### src/rtl/maze_food_pkg.sv
//------------------------------------------------------------------------------
// maze_food_pkg
// Shared food-map encodings, grid geometry and default score weights.
// Revision: 1.0
//------------------------------------------------------------------------------
`default_nettype none

package maze_food_pkg;

  localparam int GRID_W     = 10;
  localparam int GRID_H     = 15;
  localparam int NUM_CELLS  = GRID_W * GRID_H;
  localparam int CELL_IDX_W = 8;

  localparam logic [1:0] FOOD_NONE   = 2'b00;
  localparam logic [1:0] FOOD_NORMAL = 2'b01;
  localparam logic [1:0] FOOD_RARE   = 2'b10;
  localparam logic [1:0] FOOD_CRUX   = 2'b11;

  localparam int SCORE_NORMAL_DFLT = 1;
  localparam int SCORE_RARE_DFLT   = 5;
  localparam int SCORE_CRUX_DFLT   = 10;
  localparam int CRUX_TARGET_DFLT  = 3;

  typedef enum logic [1:0] {
    ST_WAIT_GEN = 2'd0,
    ST_READY    = 2'd1,
    ST_LOOKUP   = 2'd2,
    ST_DONE     = 2'd3
  } collector_state_e;

endpackage

`default_nettype wire

### src/rtl/maze_cell_index.sv
//------------------------------------------------------------------------------
// maze_cell_index
// Maps a grid coordinate to its linear cell index and flags out-of-grid moves.
// Revision: 1.0
//------------------------------------------------------------------------------
`default_nettype none

module maze_cell_index
  import maze_food_pkg::*;
(
  input  logic [3:0]            x_i,
  input  logic [3:0]            y_i,
  output logic [CELL_IDX_W-1:0] idx_o,
  output logic                  in_range_o
);

  // y*10 as shift-add so no multiplier is inferred
  assign idx_o      = ({4'd0, y_i} << 3) + ({4'd0, y_i} << 1) + {4'd0, x_i};
  assign in_range_o = (x_i < 4'(GRID_W)) && (y_i < 4'(GRID_H));

endmodule

`default_nettype wire

### src/rtl/food_collector.sv
//------------------------------------------------------------------------------
// food_collector
// Resolves player moves against the food map, keeps score and crux progress.
// Revision: 1.0
//------------------------------------------------------------------------------
`default_nettype none

module food_collector
  import maze_food_pkg::*;
#(
  parameter int SCORE_NORMAL = SCORE_NORMAL_DFLT,
  parameter int SCORE_RARE   = SCORE_RARE_DFLT,
  parameter int SCORE_CRUX   = SCORE_CRUX_DFLT,
  parameter int CRUX_TARGET  = CRUX_TARGET_DFLT
) (
  input  logic                   clk,
  input  logic                   rst,
  input  logic [2*NUM_CELLS-1:0] food,
  input  logic                   gen_busy,
  input  logic [3:0]             player_x,
  input  logic [3:0]             player_y,
  input  logic                   move_valid,
  output logic                   move_ready,
  output logic                   eat_valid,
  output logic [1:0]             eat_kind,
  output logic [15:0]            score,
  output logic [1:0]             crux_count,
  output logic                   all_crux,
  output logic [2*NUM_CELLS-1:0] visible_food
);

  collector_state_e      state_q, state_d;
  logic [CELL_IDX_W-1:0] idx_q, idx_d;
  logic                  vld_q, vld_d;
  logic [NUM_CELLS-1:0]  eaten_q, eaten_d;
  logic                  eat_valid_q, eat_valid_d;
  logic [1:0]            eat_kind_q, eat_kind_d;
  logic [15:0]           score_q, score_d;
  logic [1:0]            crux_q, crux_d;
  logic                  all_crux_q, all_crux_d;

  logic [CELL_IDX_W-1:0] w_idx;
  logic                  w_in_range;
  logic [1:0]            w_cell;
  logic [1:0]            w_eff;
  logic [16:0]           w_points;
  logic [16:0]           w_sum;
  logic [1:0]            w_crux_next;

  maze_cell_index u_cell_index (
    .x_i        (player_x),
    .y_i        (player_y),
    .idx_o      (w_idx),
    .in_range_o (w_in_range)
  );

  // An out-of-grid index is never dereferenced: vld_q gates the result
  assign w_cell = food[{idx_q, 1'b0} +: 2];
  assign w_eff  = (vld_q && !eaten_q[idx_q]) ? w_cell : FOOD_NONE;

  always_comb begin
    w_points = 17'd0;
    case (w_eff)
      FOOD_NORMAL: w_points = 17'(SCORE_NORMAL);
      FOOD_RARE:   w_points = 17'(SCORE_RARE);
      FOOD_CRUX:   w_points = 17'(SCORE_CRUX);
      default:     w_points = 17'd0;
    endcase
  end

  assign w_sum       = {1'b0, score_q} + w_points;
  assign w_crux_next = ((w_eff == FOOD_CRUX) && (crux_q < 2'(CRUX_TARGET)))
                       ? crux_q + 2'd1 : crux_q;

  always_comb begin
    state_d     = state_q;
    idx_d       = idx_q;
    vld_d       = vld_q;
    eaten_d     = eaten_q;
    eat_valid_d = 1'b0;
    eat_kind_d  = eat_kind_q;
    score_d     = score_q;
    crux_d      = crux_q;
    all_crux_d  = all_crux_q;
    move_ready  = 1'b0;
    case (state_q)
      ST_WAIT_GEN: begin
        if (!gen_busy) state_d = ST_READY;
      end
      ST_READY: begin
        move_ready = 1'b1;
        if (gen_busy) begin
          eaten_d = '0;
          state_d = ST_WAIT_GEN;
        end else if (move_valid) begin
          idx_d   = w_idx;
          vld_d   = w_in_range;
          state_d = ST_LOOKUP;
        end
      end
      ST_LOOKUP: begin
        // Regeneration wins over the pending lookup
        if (gen_busy) begin
          eaten_d = '0;
          state_d = ST_WAIT_GEN;
        end else begin
          eat_valid_d = 1'b1;
          eat_kind_d  = w_eff;
          if (w_eff != FOOD_NONE) begin
            eaten_d[idx_q] = 1'b1;
            score_d        = w_sum[16] ? 16'hFFFF : w_sum[15:0];
          end
          crux_d = w_crux_next;
          if (w_crux_next == 2'(CRUX_TARGET)) begin
            all_crux_d = 1'b1;
            state_d    = ST_DONE;
          end else begin
            state_d = ST_READY;
          end
        end
      end
      ST_DONE: begin
        state_d = ST_DONE;
      end
    endcase
  end

  always_ff @(posedge clk) begin
    if (rst) begin
      state_q     <= ST_WAIT_GEN;
      idx_q       <= '0;
      vld_q       <= 1'b0;
      eaten_q     <= '0;
      eat_valid_q <= 1'b0;
      eat_kind_q  <= FOOD_NONE;
      score_q     <= 16'd0;
      crux_q      <= 2'd0;
      all_crux_q  <= 1'b0;
    end else begin
      state_q     <= state_d;
      idx_q       <= idx_d;
      vld_q       <= vld_d;
      eaten_q     <= eaten_d;
      eat_valid_q <= eat_valid_d;
      eat_kind_q  <= eat_kind_d;
      score_q     <= score_d;
      crux_q      <= crux_d;
      all_crux_q  <= all_crux_d;
    end
  end

  generate
    for (genvar i = 0; i < NUM_CELLS; i++) begin : g_vis
      assign visible_food[2*i +: 2] = food[2*i +: 2] & {2{~eaten_q[i]}};
    end
  endgenerate

  assign eat_valid  = eat_valid_q;
  assign eat_kind   = eat_kind_q;
  assign score      = score_q;
  assign crux_count = crux_q;
  assign all_crux   = all_crux_q;

endmodule

`default_nettype wire

### config.mk
export PLATFORM = sky130hd
export DESIGN_NAME = food_collector
export DESIGN_NICKNAME = d
export VERILOG_FILES = /design/src/rtl/maze_food_pkg.sv /design/src/rtl/maze_cell_index.sv /design/src/rtl/food_collector.sv
export SDC_FILE = /design/constraint.sdc
export NUM_CORES = 1
export LEC_CHECK = 0
export ABC_CLOCK_PERIOD_IN_PS = 6000
export CAP_MARGIN = 40
export CELL_PAD_IN_SITES_DETAIL_PLACEMENT = 2
export CELL_PAD_IN_SITES_GLOBAL_PLACEMENT = 2
export CORE_AREA = 8 8 243 245
export CTS_BUF_LIST = sky130_fd_sc_hd__clkbuf_4 sky130_fd_sc_hd__clkbuf_8 sky130_fd_sc_hd__clkbuf_16
export CTS_CLUSTER_SIZE = 28
export DETAILED_ROUTE_END_ITERATION = 8
export DIE_AREA = 0 0 251 253
export DONT_BUFFER_PORTS = 1
export HOLD_SLACK_MARGIN = 0.15
export PLACE_DENSITY = 0.65
export SLEW_MARGIN = 20
export SYNTH_ARGS = -nofsm -noshare
export SYNTH_HDL_FRONTEND = slang
export SYNTH_SLANG_ARGS = --single-unit
### constraint.sdc
create_clock -name clk -period 6 [get_ports clk]
set_input_delay 1.8 -clock clk [delete_from_list [all_inputs] [get_ports clk]]
set_output_delay 1.8 -clock clk [all_outputs]
set_load 0.02 [all_outputs]
==> out/qor.yml <==
final_nets: 1754
r2r-start: "idx_q[1]$_SDFFE_PP0P_"
total_power_w: 0.002909
worstSetupEndpointType: "flip-flop"
htree_levels: 4
min_path_type: "reg -> reg"
dr.first_iter.drc_count: 799
clk_path_buf_depth: 2
p_comb_frac: 0.182
rows: 87
crit_type: "reg -> reg"
layout_worst_path_cycle_share: 0.9299
async_flop_share: 0
die_h_um: 253
detail-route-antenna-nets: 0
drtPass1Iterations: 5
synth_area_sq_um: 12580
grtUsageTotal: 0.2307
path_clk_slew_ps: 70
io_pins: 635
synth-edff-count: 0
gp_congestion: 0.8720
fin_util: 0.2543
syn_nets: 1766
synth_warnings: 0
dieArea_sq_um: 63500
timing.rr.end: "score[14]$_SDFFE_PP0P_"
start_util: 0.2266
crit_start: "idx_q[1]$_SDFFE_PP0P_"
antenna_found_initial: 1
crit_chain: "buf_4 -> mux4_1 -> mux2_2 -> nand2_1 -> o21ai_0 -> a311oi_1 -> buf_4 -> o31a_1 -> nor2b_1 -> ha_1 -> inv_1 -> ha_1 -> fa_1 -> a21o_1 -> a21oi_1 -> nor3_1 -> and2_1 -> nand3_1 -> nor3b_1 -> nor3_1"
clk_latency_ps: 490
vias: 11890
hold_ws_ps: 512.3
grt_overflow: 0
tightest_slew_ps: 848.8
layout-drive-gt1-share: 0.1260
timing.final.crit_period_ps: 5580
yosysMostFrequentCell: "nor2b_1"
report.final.slew_viol_count: 0
wl_um: 76190
cts_resized: 0
grt_pass1_vias: 12980
ys_ff_latch: 183
yosys.area.top_type: "dfxtp_1"
grt_pass1_wl_um: 105500
clockRootBuffer: "clkbuf_16"
fmaxAchievable_mhz: 179.2
netlist_top_cells_count: "nor2b_1 (315), nor2_1 (204), dfxtp_1 (183), a21oi_1 (180), mux2i_1 (89)"
cts_setup_buffers: 0
worst_path_largest_cell_delay_ps: 850
cts.sinks: 183
drc: 0
setup_viol: 0
switchingPower_w: 0.0009411
synth_top_area_share: 0.2912
cp-start-kind: "flip-flop"
area_growth_syn_to_layout_pct: 12.21
vias_per_cell: 5.528
numCtsBuffers: 17
core_area_sq_um: 55520
dieWidth_um: 251
status: "finished clean"
grt_max_degree: 79
r2r_slack_ps: 420
cap_violations: 0
endpoint: "score[14]$_SDFFE_PP0P_"
reg2regPathDepth: 20
hold_viol: 0
power_density_nw_per_um2: 206.1
vdd_drop_max_mv: 0.2295
p_leak_nw: 4.825
tritoncts: "done"
power_frac_clock: 0.396
ys_seq_area_frac: 0.2912
syn_avg_cell_area_sq_um: 8.762
yosys-top-cells-area: "dfxtp_1 (29%), nor2b_1 (16%), mux4_2 (9.5%)"
cp.required_ps: 6380
p_sw_frac: 0.3235
port_buffers: 0
critPathMaxFanout: 36
yosysUniqueCellTypes: 63
crit_path_top_delay_cell: "dfxtp_4"
cts_hold_buf: 0
synthCells: 1436
ys_dominant_reg_cell: "dfxtp_1"
sequentialPowerShare: 0.422
grt_setup_unrepaired: "no"
internal_power_w: 0.001968
fin_skew_ps: 14.97
relSlewSlack: 0.4342
dp_hpwl_um: 61960
routedWlPerCell_um: 35.43
cp.arrival_ps: 5960
## per-stage QoR
stage	instances	worst slack, ps	instance area [sq um]	TNS, ps
3_5_place_dp	2115	-19.81	13520	-19.81
2_1_floorplan	1436	796.0	12580	0
6_report	2150	420.4	14120	0
3_3_place_gp	2103	117.3	13410	0
4_1_cts	2147	418.6	14080	0
5_1_grt	2149	89.57	14120	0
## metal layers
layer / routed length [um] / vias up / global-route usage
li1: - / 5076 / -
met1: 31750 / 6267 / 0.2844
met2: 38230 / 487 / 0.4016
met3: 4833 / 54 / 0.05911
met4: 1354 / 2 / 0.05088
met5: 13 / - / 0
## how the worst min path moves through the flow
| stage | startpoint | to | slack [ps] | depth (start not counted) |
|---|---|---|---|---|
| 2_1_floorplan | vld_q$_SDFFE_PP0P_ | vld_q$_SDFFE_PP0P_ | 430 | 2 |
| 3_3_place_gp | eaten_q[57]$_SDFFE_PP0P_ | eaten_q[57]$_SDFFE_PP0P_ | 520 | 2 |
| 3_5_place_dp | vld_q$_SDFFE_PP0P_ | vld_q$_SDFFE_PP0P_ | 520 | 2 |
| 4_1_cts | vld_q$_SDFFE_PP0P_ | vld_q$_SDFFE_PP0P_ | 540 | 2 |
| 5_1_grt | vld_q$_SDFFE_PP0P_ | vld_q$_SDFFE_PP0P_ | 550 | 2 |
| 6_report | vld_q$_SDFFE_PP0P_ | vld_q$_SDFFE_PP0P_ | 510 | 2 |
## worst max-delay path, delay by kind of cell (launching register included)
family	cells	cell delay [ps]
multiplexers	2	860
adder cells (fa/ha/maj)	3	690
buffers and inverters	3	620
AND/OR/NAND/NOR	7	1330
AO/OA/AOI/OAI	5	1080
flip-flops	1	850
## power groups by stage
stage	sequential (W)	clock, W	combinational [W]
floorplan	0.00125	0	0.000399
global placement	0.00126	0	0.000526
detailed placement	0.00126	0	0.000531
CTS	0.00123	0.00120	0.000532
global route	0.00123	0.00124	0.000555
finish	0.00123	0.00115	0.000528
## cell type report
class,instances,area (sq um)
flip-flops and latches,183,3677
well taps,712,890.9
fillers,6320,41400
diodes,1,2.502
clock buffers,19,446.7
inverters,10,37.54
multi-input cells,1150,8384
clock inverters,13,121.4
repair buffers,62,558.0
## flip-flops by register name, indices dropped and copies added (netlist names), 2 cells and up
register,count
idx_q,8
eat_kind,2
eaten_q,150
crux_count,2
state_q,2
score,16
## cell usage in the layout (no fill, tap or decap), types with 9 or more instances in the layout
cell type and instances:
ha_1 15, a22oi_1 38, inv_1 9, and2_1 10
dfxtp_1 178, nor3_1 21, mux4_2 53, nand3_1 25
clkbuf_16 17, a21oi_1 180, nor2_1 204, nand2_1 42
mux2i_1 89, nand4_1 14, nor2b_1 313, o21ai_0 14
buf_4 51, mux4_1 22
## cells by family (layout without fill, tap and decap cells)
kind of cell,count (synthesis),in the layout,share of synthesized area
compound gates,280,280,0.1320
xor+xnor,13,13,0.009049
fa+ha+maj,18,18,0.01969
buf+inv,103,104,0.05002
flops,183,183,0.2912
mux,170,170,0.2170
other cells,0,1,0
simple gates,669,669,0.2811
Power figures use the tool's default switching activity.
